## src/rtl/pipe_ctrl_pkg.sv

```systemverilog
// Shared encodings and defaults for the pipeline stall/flush controller.
package pipe_ctrl_pkg;

  typedef enum logic [1:0] {
    StIdle  = 2'd0,
    StBusy  = 2'd1,
    StDrain = 2'd2
  } mdu_state_e;

  localparam logic [4:0]  REG_ZERO            = 5'd0;
  localparam int unsigned MDU_LATENCY_DEFAULT = 32;
  localparam int unsigned CNT_W_DEFAULT       = 6;

endpackage

```

## src/rtl/mdu_sequencer.sv

```systemverilog
// Multiply/divide unit sequencer: IDLE -> BUSY (counted) -> DRAIN -> IDLE.
module mdu_sequencer
  import pipe_ctrl_pkg::*;
#(
  parameter int unsigned MDU_LATENCY = MDU_LATENCY_DEFAULT,
  parameter int unsigned CNT_W       = CNT_W_DEFAULT
) (
  input  logic Clk,
  input  logic Rst_n,
  input  logic start,
  output logic mdu_busy,
  output logic mdu_done,
  output logic not_idle
);

  // BUSY spans LATENCY-1 cycles and DRAIN the last one.
  localparam logic [CNT_W-1:0] CntLoad = CNT_W'(MDU_LATENCY - 2);

  mdu_state_e       state_q;
  logic [CNT_W-1:0] cnt_q;
  logic             busy_q;
  logic             done_q;

  always_ff @(posedge Clk or negedge Rst_n) begin
    if (!Rst_n) begin
      state_q <= StIdle;
      cnt_q   <= '0;
      busy_q  <= 1'b0;
      done_q  <= 1'b0;
    end else begin
      done_q <= 1'b0;
      unique case (state_q)
        StIdle: begin
          if (start) begin
            state_q <= StBusy;
            cnt_q   <= CntLoad;
            busy_q  <= 1'b1;
          end
        end
        StBusy: begin
          if (cnt_q == '0) begin
            state_q <= StDrain;
            done_q  <= 1'b1;
          end else begin
            cnt_q <= cnt_q - 1'b1;
          end
        end
        StDrain: begin
          state_q <= StIdle;
          busy_q  <= 1'b0;
        end
        default: begin
          state_q <= StIdle;
          cnt_q   <= '0;
          busy_q  <= 1'b0;
        end
      endcase
    end
  end

  assign mdu_busy = busy_q;
  assign mdu_done = done_q;
  assign not_idle = (state_q != StIdle);

endmodule

```

## src/rtl/pipeline_stall_controller.sv

```systemverilog
// Stall/flush scheduler for the 5-stage pipeline: load-use, branch flush, MDU hazards.
// Define STALL_STATS_EN to add saturating Stall_Count / Flush_Count outputs.
module pipeline_stall_controller
  import pipe_ctrl_pkg::*;
#(
  parameter int unsigned MDU_LATENCY = MDU_LATENCY_DEFAULT,
  parameter int unsigned CNT_W       = CNT_W_DEFAULT
) (
  input  logic        Clk,
  input  logic        Rst_n,
  input  logic        MemRead_EX,
  input  logic [4:0]  Rt_EX,
  input  logic [4:0]  Rs_ID,
  input  logic [4:0]  Rt_ID,
  input  logic        Branch_Taken_EX,
  input  logic        MDU_Start_ID,
  input  logic        HiLo_Read_ID,
  output logic        PC_Write,
  output logic        IF_ID_Write,
  output logic        IF_ID_Flush,
  output logic        ID_EX_Bubble,
  output logic        Stall,
`ifdef STALL_STATS_EN
  output logic [31:0] Stall_Count,
  output logic [31:0] Flush_Count,
`endif
  output logic        MDU_Busy,
  output logic        MDU_Done
);

  logic load_use;
  logic mdu_stall;
  logic stall_int;
  logic mdu_accept;
  logic not_idle;

  assign load_use  = MemRead_EX & (Rt_EX != REG_ZERO) &
                     ((Rs_ID == Rt_EX) | (Rt_ID == Rt_EX));
  assign mdu_stall = (HiLo_Read_ID | MDU_Start_ID) & not_idle;
  assign stall_int = (load_use | mdu_stall) & ~Branch_Taken_EX;
  // A squashed or stalled ID instruction must not launch the MDU.
  assign mdu_accept = MDU_Start_ID & ~stall_int & ~Branch_Taken_EX;

  mdu_sequencer #(
    .MDU_LATENCY (MDU_LATENCY),
    .CNT_W       (CNT_W)
  ) u_mdu_sequencer (
    .Clk      (Clk),
    .Rst_n    (Rst_n),
    .start    (mdu_accept),
    .mdu_busy (MDU_Busy),
    .mdu_done (MDU_Done),
    .not_idle (not_idle)
  );

  // While in reset the front end is frozen and flushed.
  always_comb begin
    PC_Write     = 1'b0;
    IF_ID_Write  = 1'b0;
    IF_ID_Flush  = 1'b1;
    ID_EX_Bubble = 1'b1;
    Stall        = 1'b0;
    if (Rst_n) begin
      PC_Write     = ~stall_int;
      IF_ID_Write  = ~stall_int;
      IF_ID_Flush  = Branch_Taken_EX;
      ID_EX_Bubble = stall_int | Branch_Taken_EX;
      Stall        = stall_int;
    end
  end

`ifdef STALL_STATS_EN
  logic [31:0] stall_cnt_q;
  logic [31:0] flush_cnt_q;

  always_ff @(posedge Clk or negedge Rst_n) begin
    if (!Rst_n) begin
      stall_cnt_q <= '0;
      flush_cnt_q <= '0;
    end else begin
      if (Stall && (stall_cnt_q != '1)) begin
        stall_cnt_q <= stall_cnt_q + 32'd1;
      end
      if (Branch_Taken_EX && (flush_cnt_q != '1)) begin
        flush_cnt_q <= flush_cnt_q + 32'd1;
      end
    end
  end

  assign Stall_Count = stall_cnt_q;
  assign Flush_Count = flush_cnt_q;
`endif

endmodule

```

## config.mk

```make
export PLATFORM = sky130hd
export DESIGN_NAME = pipeline_stall_controller
export DESIGN_NICKNAME = d
export VERILOG_FILES = /design/src/rtl/pipe_ctrl_pkg.sv /design/src/rtl/mdu_sequencer.sv /design/src/rtl/pipeline_stall_controller.sv
export SDC_FILE = /design/constraint.sdc
export NUM_CORES = 1
export LEC_CHECK = 0
export BUFFER_PORTS_ARGS = -buffer_cell sky130_fd_sc_hd__buf_2
export CAP_MARGIN = 15
export CORE_UTILIZATION = 46
export CTS_CLUSTER_SIZE = 40
export DETAILED_ROUTE_END_ITERATION = 10
export HOLD_SLACK_MARGIN = 0.05
export PLACE_DENSITY = 0.87
export SYNTH_ARGS = -nofsm -noshare
export SYNTH_HDL_FRONTEND = slang
export SYNTH_SLANG_ARGS = --single-unit
```

## constraint.sdc

```tcl
create_clock -name Clk -period 2.33 [get_ports Clk]
set_clock_uncertainty 0.05 [all_clocks]
set_input_delay 0.466 -clock Clk [delete_from_list [all_inputs] [get_ports Clk]]
set_output_delay 0.466 -clock Clk [all_outputs]
set_load 0.05 [all_outputs]
```

==> metrics.txt <==
number of primary I/O pins=28; number of pins with negative max-slew slack in the final report=0; worst reg2reg path depth=6; number of distinct library cells after synthesis=33; Chip Width=41.3 um; number of levels in the clock H-tree=1; worst-margin pin slew=476 ps; flip-flop and latch count after synthesis=10; number of nets in the layout=129; clock insertion delay at the later pin of the skew report=260 ps; final HPWL from detailed placement=1210 um; fill cell total of the finished layout=113; launch point of the worst path=Rt_EX[1]; clock tree from TritonCTS=built; crit path launch type=primary input; Worst Hold Class=flip-flop to flip-flop; maximum clock rate=431 MHz; number of port buffers=27; data arrival time of the worst path=1810 ps; effective utilization at floorplan=52.1%; number of clock buffers inserted by TritonCTS=3; Worst VDD drop=0.000406 V; Total Die Area=1710 um^2; Final min period=2320 ps; largest driver fanout on the critical path=3; vias per cell=5.67; first-pass GRT wire length=2350 um; buffers inserted during post-CTS setup optimization=0; share of cells above drive strength 1=39.6%; DR DRC count=0; number of design-rule violations left by the first detailed-router iteration=11; LEAKAGE=0.446 nW; gp weighted congestion=0.691; portion of the clock cycle consumed by the worst path in the final layout=99.6%; sink of the worst hold path=u_mdu_sequencer.mdu_busy$_DFFE_PN0P_; number of rows in the core area=13; antenna violations before repair=0; terminus of the critical flop-to-flop path=u_mdu_sequencer.cnt_q[1]$_DFFE_PN0P_; average wire length per cell after detail routing=12.4 um; GRT Util Overall=20.9%; top cells by instance count after synthesis=10 x sky130_fd_sc_hd__dfrtp_1, 10 x sky130_fd_sc_hd__xor2_1, 8 x sky130_fd_sc_hd__nor2_1; synthesis warning total=0; post-route ant nets=0; maximum number of pins on one net before global-route repair=11; post-synth top area share=35.1%; Overflow after GRT=0; pwr dens=1040 nW/um^2; proportion of register bits with asynchronous set or reset after synthesis=100%; # clock sinks=10; cell at the root of the clock tree=sky130_fd_sc_hd__clkbuf_4; post-route insts no fill=121; Worst slew margin=68.2%; number of global-route vias before repair=601; Critical R2R Launch=u_mdu_sequencer.cnt_q[0]$_DFFE_PN0P_; type of the worst setup path=primary input to output pin; Worst Setup End Kind=output pin; clock transition at the registers of the reported paths=60 ps; synthesis-to-finish area growth=28.6%; pre-CTS setup slack=-51.6 ps; RSZ-0062 raised after global routing=true; nets in the synthesized netlist=98; first drt pass iteration count=4; max-cap viol count=0; cells after synthesis=76; number of diodes added for antenna fixing=0; required arrival time at the worst endpoint=1810 ps; most instantiated flip-flop cell in the synthesis netlist=sky130_fd_sc_hd__dfrtp_1; post-route setup TNS=0 ps; die height=41.3 um; smallest setup slack after layout=8.90 ps; Finish-stage setup viols=0; register-to-register setup slack=510 ps; detailed-route via count=686; CTS max path bufs=2; cell area after technology mapping=712 um^2; Hold Path Cell Cnt=2; status=finished, final reports clean; largest cells by area after synthesis=sky130_fd_sc_hd__dfrtp_1 35%, sky130_fd_sc_hd__xor2_1 12%, sky130_fd_sc_hd__nor2_1 4.2%; overall routed net length=1500 um; dominant cell type by area after synthesis=sky130_fd_sc_hd__dfrtp_1; hold_sp=u_mdu_sequencer.mdu_busy$_DFFE_PN0P_; Final Hold Vio Count=0; number of cells after detailed placement=116; mean instance size in the synthesized netlist=9.37 um^2; count of flip-flops with a built-in enable after synthesis=0; portion of the post-synthesis area used by sequential elements=35.1%; area inside the core boundary=1370 um^2
placed cells by master, fill, tap and decap left out, drive strengths merged, types with 2 or more instances in the layout:
cell    count
o21ai       4
nand3       2
xor2       10
nand2       3
clkbuf      4
dfrtp      10
o21a        2
a22oi       2
nor3        5
nor2        8
inv         6
xnor2       2
o311ai      2
a21oi       2
a211o       2
nor3b       2
buf        28
registers in the layout (all words and copies together) (netlist names):
register	cells
u_mdu_sequencer.cnt_q	6
u_mdu_sequencer.state_q	2
u_mdu_sequencer.mdu_busy	1
u_mdu_sequencer.mdu_done	1
power breakdown:
| group | switching (mW) | internal, mW |
|---|---|---|
| combinational | 0.264 | 0.202 |
| sequential | 0.0799 | 0.249 |
| clock | 0.0608 | 0.0949 |
| total | 0.405 | 0.546 |
kinds of logic after synthesis:
kind of cell / synth area share, %
AND/OR/NAND/NOR: 18.6
XOR/XNOR: 14.8
flip-flops: 35.1
adder cells (fa/ha/maj): 1.76
buffers and inverters: 6.85
AO/OA/AOI/OAI: 22.8
through the flow:
| stage | instance area (um^2) | total power, mW | hold WS [ps] | util, % |
|---|---|---|---|---|
| finish | 916 | 0.951 | 477 | 67.0 |
| global route | 916 | 1.02 | 504 | 67.0 |
| CTS | 901 | 0.951 | 481 | 65.9 |
| floorplan | 719 | 0.686 | 120 | - |
| global placement | 855 | 0.763 | 309 | 62.5 |
| detailed placement | 855 | 0.793 | 309 | 62.5 |
per-layer routing:
| layer | track usage (%) | share of wire, % | routed length (um) | vias up |
|---|---|---|---|---|
| met4 | 4.84 | 1.3 | 19 | 0 |
| met1 | 21.4 | 40 | 606 | 324 |
| met5 | 0 | 0 | 0 | - |
| li1 | - | - | - | 335 |
| met2 | 41.8 | 54 | 807 | 25 |
| met3 | 4.79 | 4.3 | 64 | 2 |
how the worst max path moves through the flow:
| stage | endpoint | depth (start not counted) |
|---|---|---|
| after floorplan | Stall | 5 |
| after global placement | PC_Write | 6 |
| after detailed placement | PC_Write | 6 |
| after CTS | PC_Write | 6 |
| after global routing | IF_ID_Write | 6 |
| final | PC_Write | 6 |
critical path, cell delays in order:
cell and delay (ps):
sky130_fd_sc_hd__buf_2 120, sky130_fd_sc_hd__or4_4 540, sky130_fd_sc_hd__o21ai_4 170, sky130_fd_sc_hd__o21a_1 190, sky130_fd_sc_hd__o21a_4 140, sky130_fd_sc_hd__buf_4 190
area by class of cell:
type	instances	area [um^2]	share of cell area, %
sequential	10	250	27.3
clock buffer	4	36.3	3.96
tap	15	18.8	2.05
inverter	6	22.5	2.46
multi-input combinational	57	430	47.0
timing repair buffer	29	158	17.2
what timing repair did:
action | 4_1_cts | 5_1_grt
hold endpoints to repair | 10 | 0
hold buffers | 1 | 0
endpoints found under the setup margin | 2 | 4
cloned | 0 | 0
gates resized for setup | 0 | 6
(Power assumes the default switching activity.)
